--- src/rtl/arbiter_n2_master_pkg.sv ---
// Shared types for the 2-way arbiter requester front end: request/grant buses,
// FSM states, error flag indices and the request encoder.
package arbiter_n2_master_pkg;

  typedef enum logic [1:0] {
    NO_REQ = 2'b00,
    REQ0   = 2'b01,
    REQ1   = 2'b10,
    REQ01  = 2'b11
  } req_t;

  typedef enum logic [1:0] {
    NO_GNT  = 2'b00,
    GNT0    = 2'b01,
    GNT1    = 2'b10,
    GNT_ILL = 2'b11
  } gnt_t;

  typedef enum logic [1:0] {
    IDLE       = 2'b00,
    STATE_GNT0 = 2'b01,
    STATE_GNT1 = 2'b10
  } state_t;

  typedef enum logic [1:0] {
    ERR_GNT_LOST    = 2'd0,
    ERR_GNT_ILLEGAL = 2'd1,
    ERR_OVERRUN     = 2'd2
  } err_idx_e;

  function automatic req_t encode_req(input logic r0, input logic r1);
    return req_t'({r1, r0});
  endfunction

endpackage

--- src/rtl/arbiter_n2_master.sv ---
// Two-client burst front end: 0-cycle data pass-through, grant registered into state (1 cycle to first beat).
// Backpressure: out_ready passes straight to the granted client; a missing/mismatched grant stalls both clients.
module arbiter_n2_master
  import arbiter_n2_master_pkg::*;
#(
  parameter int DATA_W    = 32,
  parameter int MAX_BEATS = 16
) (
  input  logic              clk,
  input  logic              rst_n,
  input  logic              c0_valid,
  output logic              c0_ready,
  input  logic [DATA_W-1:0] c0_data,
  input  logic              c0_last,
  input  logic              c1_valid,
  output logic              c1_ready,
  input  logic [DATA_W-1:0] c1_data,
  input  logic              c1_last,
  output req_t              req_o,
  input  gnt_t              gnt_i,
  output logic              out_valid,
  input  logic              out_ready,
  output logic [DATA_W-1:0] out_data,
  output logic              out_last,
  output logic              out_src,
  output logic [2:0]        err_o
);

  localparam int CNT_W = $clog2(MAX_BEATS + 1);
  localparam logic [CNT_W-1:0] CNT_MAX  = CNT_W'(MAX_BEATS);
  localparam logic [CNT_W-1:0] CNT_LAST = CNT_W'(MAX_BEATS - 1);

  state_t           state_q, state_d;
  logic [CNT_W-1:0] cnt_q, cnt_d;
  logic [2:0]       err_q, err_d;
  logic             fwd0, fwd1, hs;

  always_ff @(posedge clk or negedge rst_n) begin
    if (!rst_n) begin
      state_q <= IDLE;
      cnt_q   <= '0;
      err_q   <= '0;
    end else begin
      state_q <= state_d;
      cnt_q   <= cnt_d;
      err_q   <= err_d;
    end
  end

  // Lock term keeps the request asserted through client bubbles mid-burst.
  assign req_o = encode_req(c0_valid | (state_q == STATE_GNT0),
                            c1_valid | (state_q == STATE_GNT1));
  assign err_o = err_q;

  assign fwd0 = (state_q == STATE_GNT0) && (gnt_i == GNT0);
  assign fwd1 = (state_q == STATE_GNT1) && (gnt_i == GNT1);

  always_comb begin
    out_valid = 1'b0;
    out_data  = '0;
    out_last  = 1'b0;
    out_src   = 1'b0;
    c0_ready  = 1'b0;
    c1_ready  = 1'b0;
    if (fwd0) begin
      out_valid = c0_valid;
      out_data  = c0_data;
      out_last  = c0_last;
      c0_ready  = out_ready;
    end else if (fwd1) begin
      out_valid = c1_valid;
      out_data  = c1_data;
      out_last  = c1_last;
      out_src   = 1'b1;
      c1_ready  = out_ready;
    end
    hs = out_valid && out_ready;
  end

  always_comb begin
    state_d = state_q;
    cnt_d   = cnt_q;
    err_d   = err_q;
    if (gnt_i == GNT_ILL) err_d[ERR_GNT_ILLEGAL] = 1'b1;
    case (state_q)
      IDLE: begin
        cnt_d = '0;
        if (gnt_i == GNT0 && c0_valid)      state_d = STATE_GNT0;
        else if (gnt_i == GNT1 && c1_valid) state_d = STATE_GNT1;
      end
      STATE_GNT0, STATE_GNT1: begin
        if (!fwd0 && !fwd1) err_d[ERR_GNT_LOST] = 1'b1;
        if (hs) begin
          if (out_last) begin
            state_d = IDLE;
            cnt_d   = '0;
          end else begin
            // Overrun is flagged but forwarding continues; the counter saturates.
            if (cnt_q == CNT_LAST) err_d[ERR_OVERRUN] = 1'b1;
            if (cnt_q != CNT_MAX)  cnt_d = cnt_q + CNT_W'(1);
          end
        end
      end
      default: state_d = IDLE;
    endcase
  end

endmodule

--- config.mk ---
export PLATFORM = sky130hd
export DESIGN_NAME = arbiter_n2_master
export DESIGN_NICKNAME = d
export VERILOG_FILES = /design/src/rtl/arbiter_n2_master_pkg.sv /design/src/rtl/arbiter_n2_master.sv
export SDC_FILE = /design/constraint.sdc
export NUM_CORES = 1
export LEC_CHECK = 0
export CAP_MARGIN = 20
export CORE_ASPECT_RATIO = 0.7
export CORE_UTILIZATION = 31
export CTS_CLUSTER_DIAMETER = 40
export DETAILED_ROUTE_END_ITERATION = 10
export PLACE_DENSITY = 0.87
export SLEW_MARGIN = 20
export SYNTH_ARGS = -nofsm -noshare
export SYNTH_HDL_FRONTEND = slang
export SYNTH_SLANG_ARGS = --single-unit
--- constraint.sdc ---
create_clock -name clk -period 5.9 [get_ports clk]
set_clock_uncertainty 0.2 [all_clocks]
set_input_delay 1.475 -clock clk [delete_from_list [all_inputs] [get_ports clk]]
set_output_delay 1.475 -clock clk [all_outputs]
set_load 0.1 [all_outputs]
Word-level counts from Yosys, hierarchy flattened
Index checks and enable logic that the tools add are counted.
- memories kept: 0
- register bits: 10
- latch bits: 0
- RAM bits: 0
- bits in read-only memories: 0
- input bits: 73
- shift operators: 0
- $mul: 0
- add/sub/neg operators: 1
- reduce and logical (&&, ||, !) cells: 15
- magnitude comparators: 0
- bitwise operators: 3
- mux-type cells: 20
- equality and inequality tests: 11
- divide/modulo/power cells: 0
- operators by type and width (cell ; number):
    $mux W32 ; 2
    $mux W5 ; 3
    $pmux W5 S2 ; 1
    $mux W1 ; 9
    $mux W2 ; 4
    $eq A2 B2 Y1 const B ; 3
    $logic_and A1 B1 Y1 ; 6
    $ne A3 B3 Y1 const B ; 2
    $reduce_and A3 Y1 ; 2
    $add A5 B1 Y5 const B ; 1
    $eq A5 B4 Y1 const B ; 1
    $ne A5 B5 Y1 const B ; 1
    $eq A2 B1 Y1 const B ; 2
    $ne A2 B2 Y1 const B ; 2
    $pmux W2 S2 ; 1
    $reduce_and A4 Y1 ; 1
    $logic_not A1 Y1 ; 2
    $logic_not A2 Y1 ; 1
    $or A1 B1 Y1 ; 2
    $reduce_and A2 Y1 ; 1
    $reduce_bool A2 Y1 ; 1
    $reduce_or A2 Y1 ; 1
    $not A1 Y1 ; 1

Longest topological paths before layout
- depth after elaboration: 7
- mapped depth: 7

Worst setup path before layout
OpenSTA, ideal clock, no wires.
- path kind: input to output
- from: in gnt_i[1]
- to: out out_data[10]
- arrival: 3.257 ns
- buffers on the path: 2
- stages: 5
- setup slack: 0.968 ns
- path through: nor2b_1 > and2_1 > buf_2 > buf_2 > a22o_1
- longest elaborated chain between the ends: 4
- elaborated cells between the ends (all ways): 6
- RTL lines (what ; RTL line ; source):
    start, declared ; arbiter_n2_master.sv:20 ; input gnt_t gnt_i,
    $eq A2 B2 Y1 ; arbiter_n2_master.sv:56 ; assign fwd1 = (state_q == STATE_GNT1) && (gnt_i == GNT1);
    $logic_and A1 B1 Y1 ; arbiter_n2_master.sv:56 ;
    $mux W32 ; arbiter_n2_master.sv:70 ; end else if (fwd1) begin
    $mux W32 * ; arbiter_n2_master.sv:65 ; if (fwd0) begin
    end, declared ; arbiter_n2_master.sv:23 ; output logic [DATA_W-1:0] out_data,
Every way passes the cells marked *; elsewhere a longest branch is shown, timed or not.

Worst setup path after layout
- from: in gnt_i[0]
- to: out out_data[11]
Same word-level chain as after synthesis.

==> run_results.csv <==
group,metric,value,unit
die,start_util,33.6,%
pwr,ir_worst_vdd,0.303,mV
global_routing,gr-total-overflow,0,
flow_run,cap_violations,0,
clock_network,clk_latency,230,ps
clock_network,path_clk_slew,50,ps
logic_synthesis,syn_inst,118,
clock_network,cts_sinks,10,
logic_synthesis,synth_seq_cells,10,
clock_network,cts_resized,0,
finish,final_util,79.9,%
routing,final_antenna_net_count,0,
logic_synthesis,ys.flop_type,"dfrtp_1",
timing,worst_slack,918,ps
finish,mostFrequentLayoutCells,"75 x clkdlybuf4s50_1, 33 x buf_12, 32 x a22o_1",
clock_network,cts_buffer_depth,2,
logic_synthesis,ys_warn_count,0,
finish,n_fill_cell,221,
pwr,power_density,320,nW/um^2
logic_synthesis,ys_types,36,
critical_path,critPathLaunchType,"input port",
finish,diodes,0,
routing,avgRoutedWirePerCell,18.1,um
critical_path,rr_worst_depth,6,
finish,final_common_cell,"clkdlybuf4s50_1",
logic_synthesis,syn_area,1090,um^2
timing,fin_crit_sh,84.4,%
critical_path,regToRegSetupSlack,3790,ps
clock_network,cts_tree,"built",
die,core_area,3250,um^2
finish,stdcell_area,2600,um^2
logic_synthesis,async_flop_share,100,%
routing,dr.pass1.iters,4,
timing,post-route-min-period,4980,ps
timing,drv_slew,0,
timing,setup_violations,0,
routing,highest_layer,"met4",
logic_synthesis,synthMuxAreaShare,1.83,%
critical_path,worstSetupEndpointType,"output port",
critical_path,critPathMaxFanout,33,
logic_synthesis,synth-edff-count,0,
clock_network,cts_buffers,3,
timing,tns,0,ps
finish,nets,307,
critical_path,critPathRequiredTime,4220,ps
die,ios,115,
global_routing,antenna_found_initial,0,
timing,timing.slew.headroom,34.2,%
global_routing,grt_max_degree,35,
die,dieArea,3770,um^2
hold_path,hp-start,"err_o[0]",
routing,wl_met3,312,um
die,die_w,73.0,um
critical_path,r2r-start,"state_q[1]",
logic_synthesis,yosysSeqAreaShare,22.9,%
clock_network,cts_htree_levels,1,
pwr,p_leak,1.08,nW
logic_synthesis,avgSynthCellArea,9.26,um^2
timing,rsz0062_at_grt,"no",
hold_path,hold_class,"register to register",
critical_path,r2r-end,"state_q[0]",
clock_network,cts_hold_buf,0,
die,rows,17,
clock_network,postCtsSetupBuffers,0,
timing,max_freq,0.201,GHz
routing,num_vias,1407,
placed_design,gp_congestion,0.769,
clock_network,root_buffer,"clkbuf_8",
logic_synthesis,synth_nets,197,
timing,worstMarginPinSlew,983,ps
logic_synthesis,synth-simple-area-share,20.2,%
global_routing,grt_pass1_vias,1363,
routing,vias_per_cell,5.15,
logic_synthesis,synth_top_family_by_area,"compound AO/OA/AOI/OAI gates",
routing,drc_errors,0,
placed_design,post_dp_cell_area,2560,um^2
placed_design,port_buffers,114,
finish,final_layout_size_suffix_gt1_share,22.6,%
global_routing,grt_pass1_wl,7070,um
outcome,outcome,"finished clean",
routing,wl,4950,um
placed_design,hpwl,4170,um
routing,route.met2.wl,2620,um
hold_path,hold_end,"err_o[0]",
routing,dr.first_iter.drc_count,62,
hold_path,hold_depth,1,
logic_synthesis,synth-xor-area-share,0,%
pwr,total_power,831,uW
routing,m1WireLength,1950,um
finish,synthToLayoutAreaGrowth,138,%
timing,finalHoldViolations,0,
global_routing,grt_use_total,25.4,%
logic_synthesis,synthAdderAreaFrac,6.87,%
placed_design,place_ws,953,ps
logic_synthesis,synth_compound_area_share,40.0,%
critical_path,worstSetupPathType,"input port to output port",
critical_path,cp.arrival,3310,ps
die,dieHeight,51.7,um
[where the power goes]
part | internal, mW | switching (mW)
logic | 0.252 | 0.414
registers | 0.0852 | 0.0103
clock network | 0.0445 | 0.0248
total | 0.382 | 0.450
[cells in the mapped netlist (3+ instances only)]
cell     number  share of area (%)
or2_2         3                1.7
nand2_1       4                1.4
and3_1        4                2.3
a21o_1        3                2.1
and4b_1       4                3.7
dfrtp_1      10                 23
ha_1          6                6.9
buf_2         9                4.1
a22o_1       32                 26
inv_1         7                2.4
[layer usage]
layer	global-route usage, %	up-vias
met5	0	-
met4	6.54	0
met3	6.40	6
met2	46.4	54
met1	29.8	667
li1	-	680
[area by class of cell]
class,count,area (um^2),area share [%]
timing repair buffer,116,1470,56.6
clock buffer,3,41.3,1.59
tap,47,58.8,2.26
inverter,7,26.3,1.01
sequential,10,250,9.62
multi-input combinational,90,752,28.9
[how the worst max path moves through the flow]
stage                         from            to  slack (ps)
after floorplan           gnt_i[1]  out_data[10]         970
after global placement    gnt_i[0]  out_data[11]        1000
after detailed placement  gnt_i[0]  out_data[11]         950
after CTS                 gnt_i[0]  out_data[11]         950
after global routing      gnt_i[0]  out_data[11]         840
final                     gnt_i[0]  out_data[11]         920
[kinds of logic (layout without fill, tap and decap cells)]
logic type | Yosys count | in the layout
AO/OA/AOI/OAI | 50 | 50
AND/OR/NAND/NOR | 32 | 32
buffers and inverters | 18 | 126
flip-flops | 10 | 10
adder cells (fa/ha/maj) | 6 | 6
multiplexers | 2 | 2
[stage by stage]
| stage | std cells | hold WS [ps] |
|---|---|---|
| global route | 273 | 272 |
| floorplan | 118 | 324 |
| global placement | 270 | 243 |
| finish | 273 | 260 |
| CTS | 273 | 262 |
| detailed placement | 270 | 251 |
[flip-flops by register name, indices dropped and copies added (netlist names)]
signal / cells
err_o: 3
cnt_q: 5
state_q: 2
[critical path: stages]
cell	delay, ps
clkdlybuf4s50_1	570
nor2b_1	300
and2_1	170
buf_4	320
a22o_1	270
buf_12	190
Note: power is estimated with default switching activity, not from simulation.
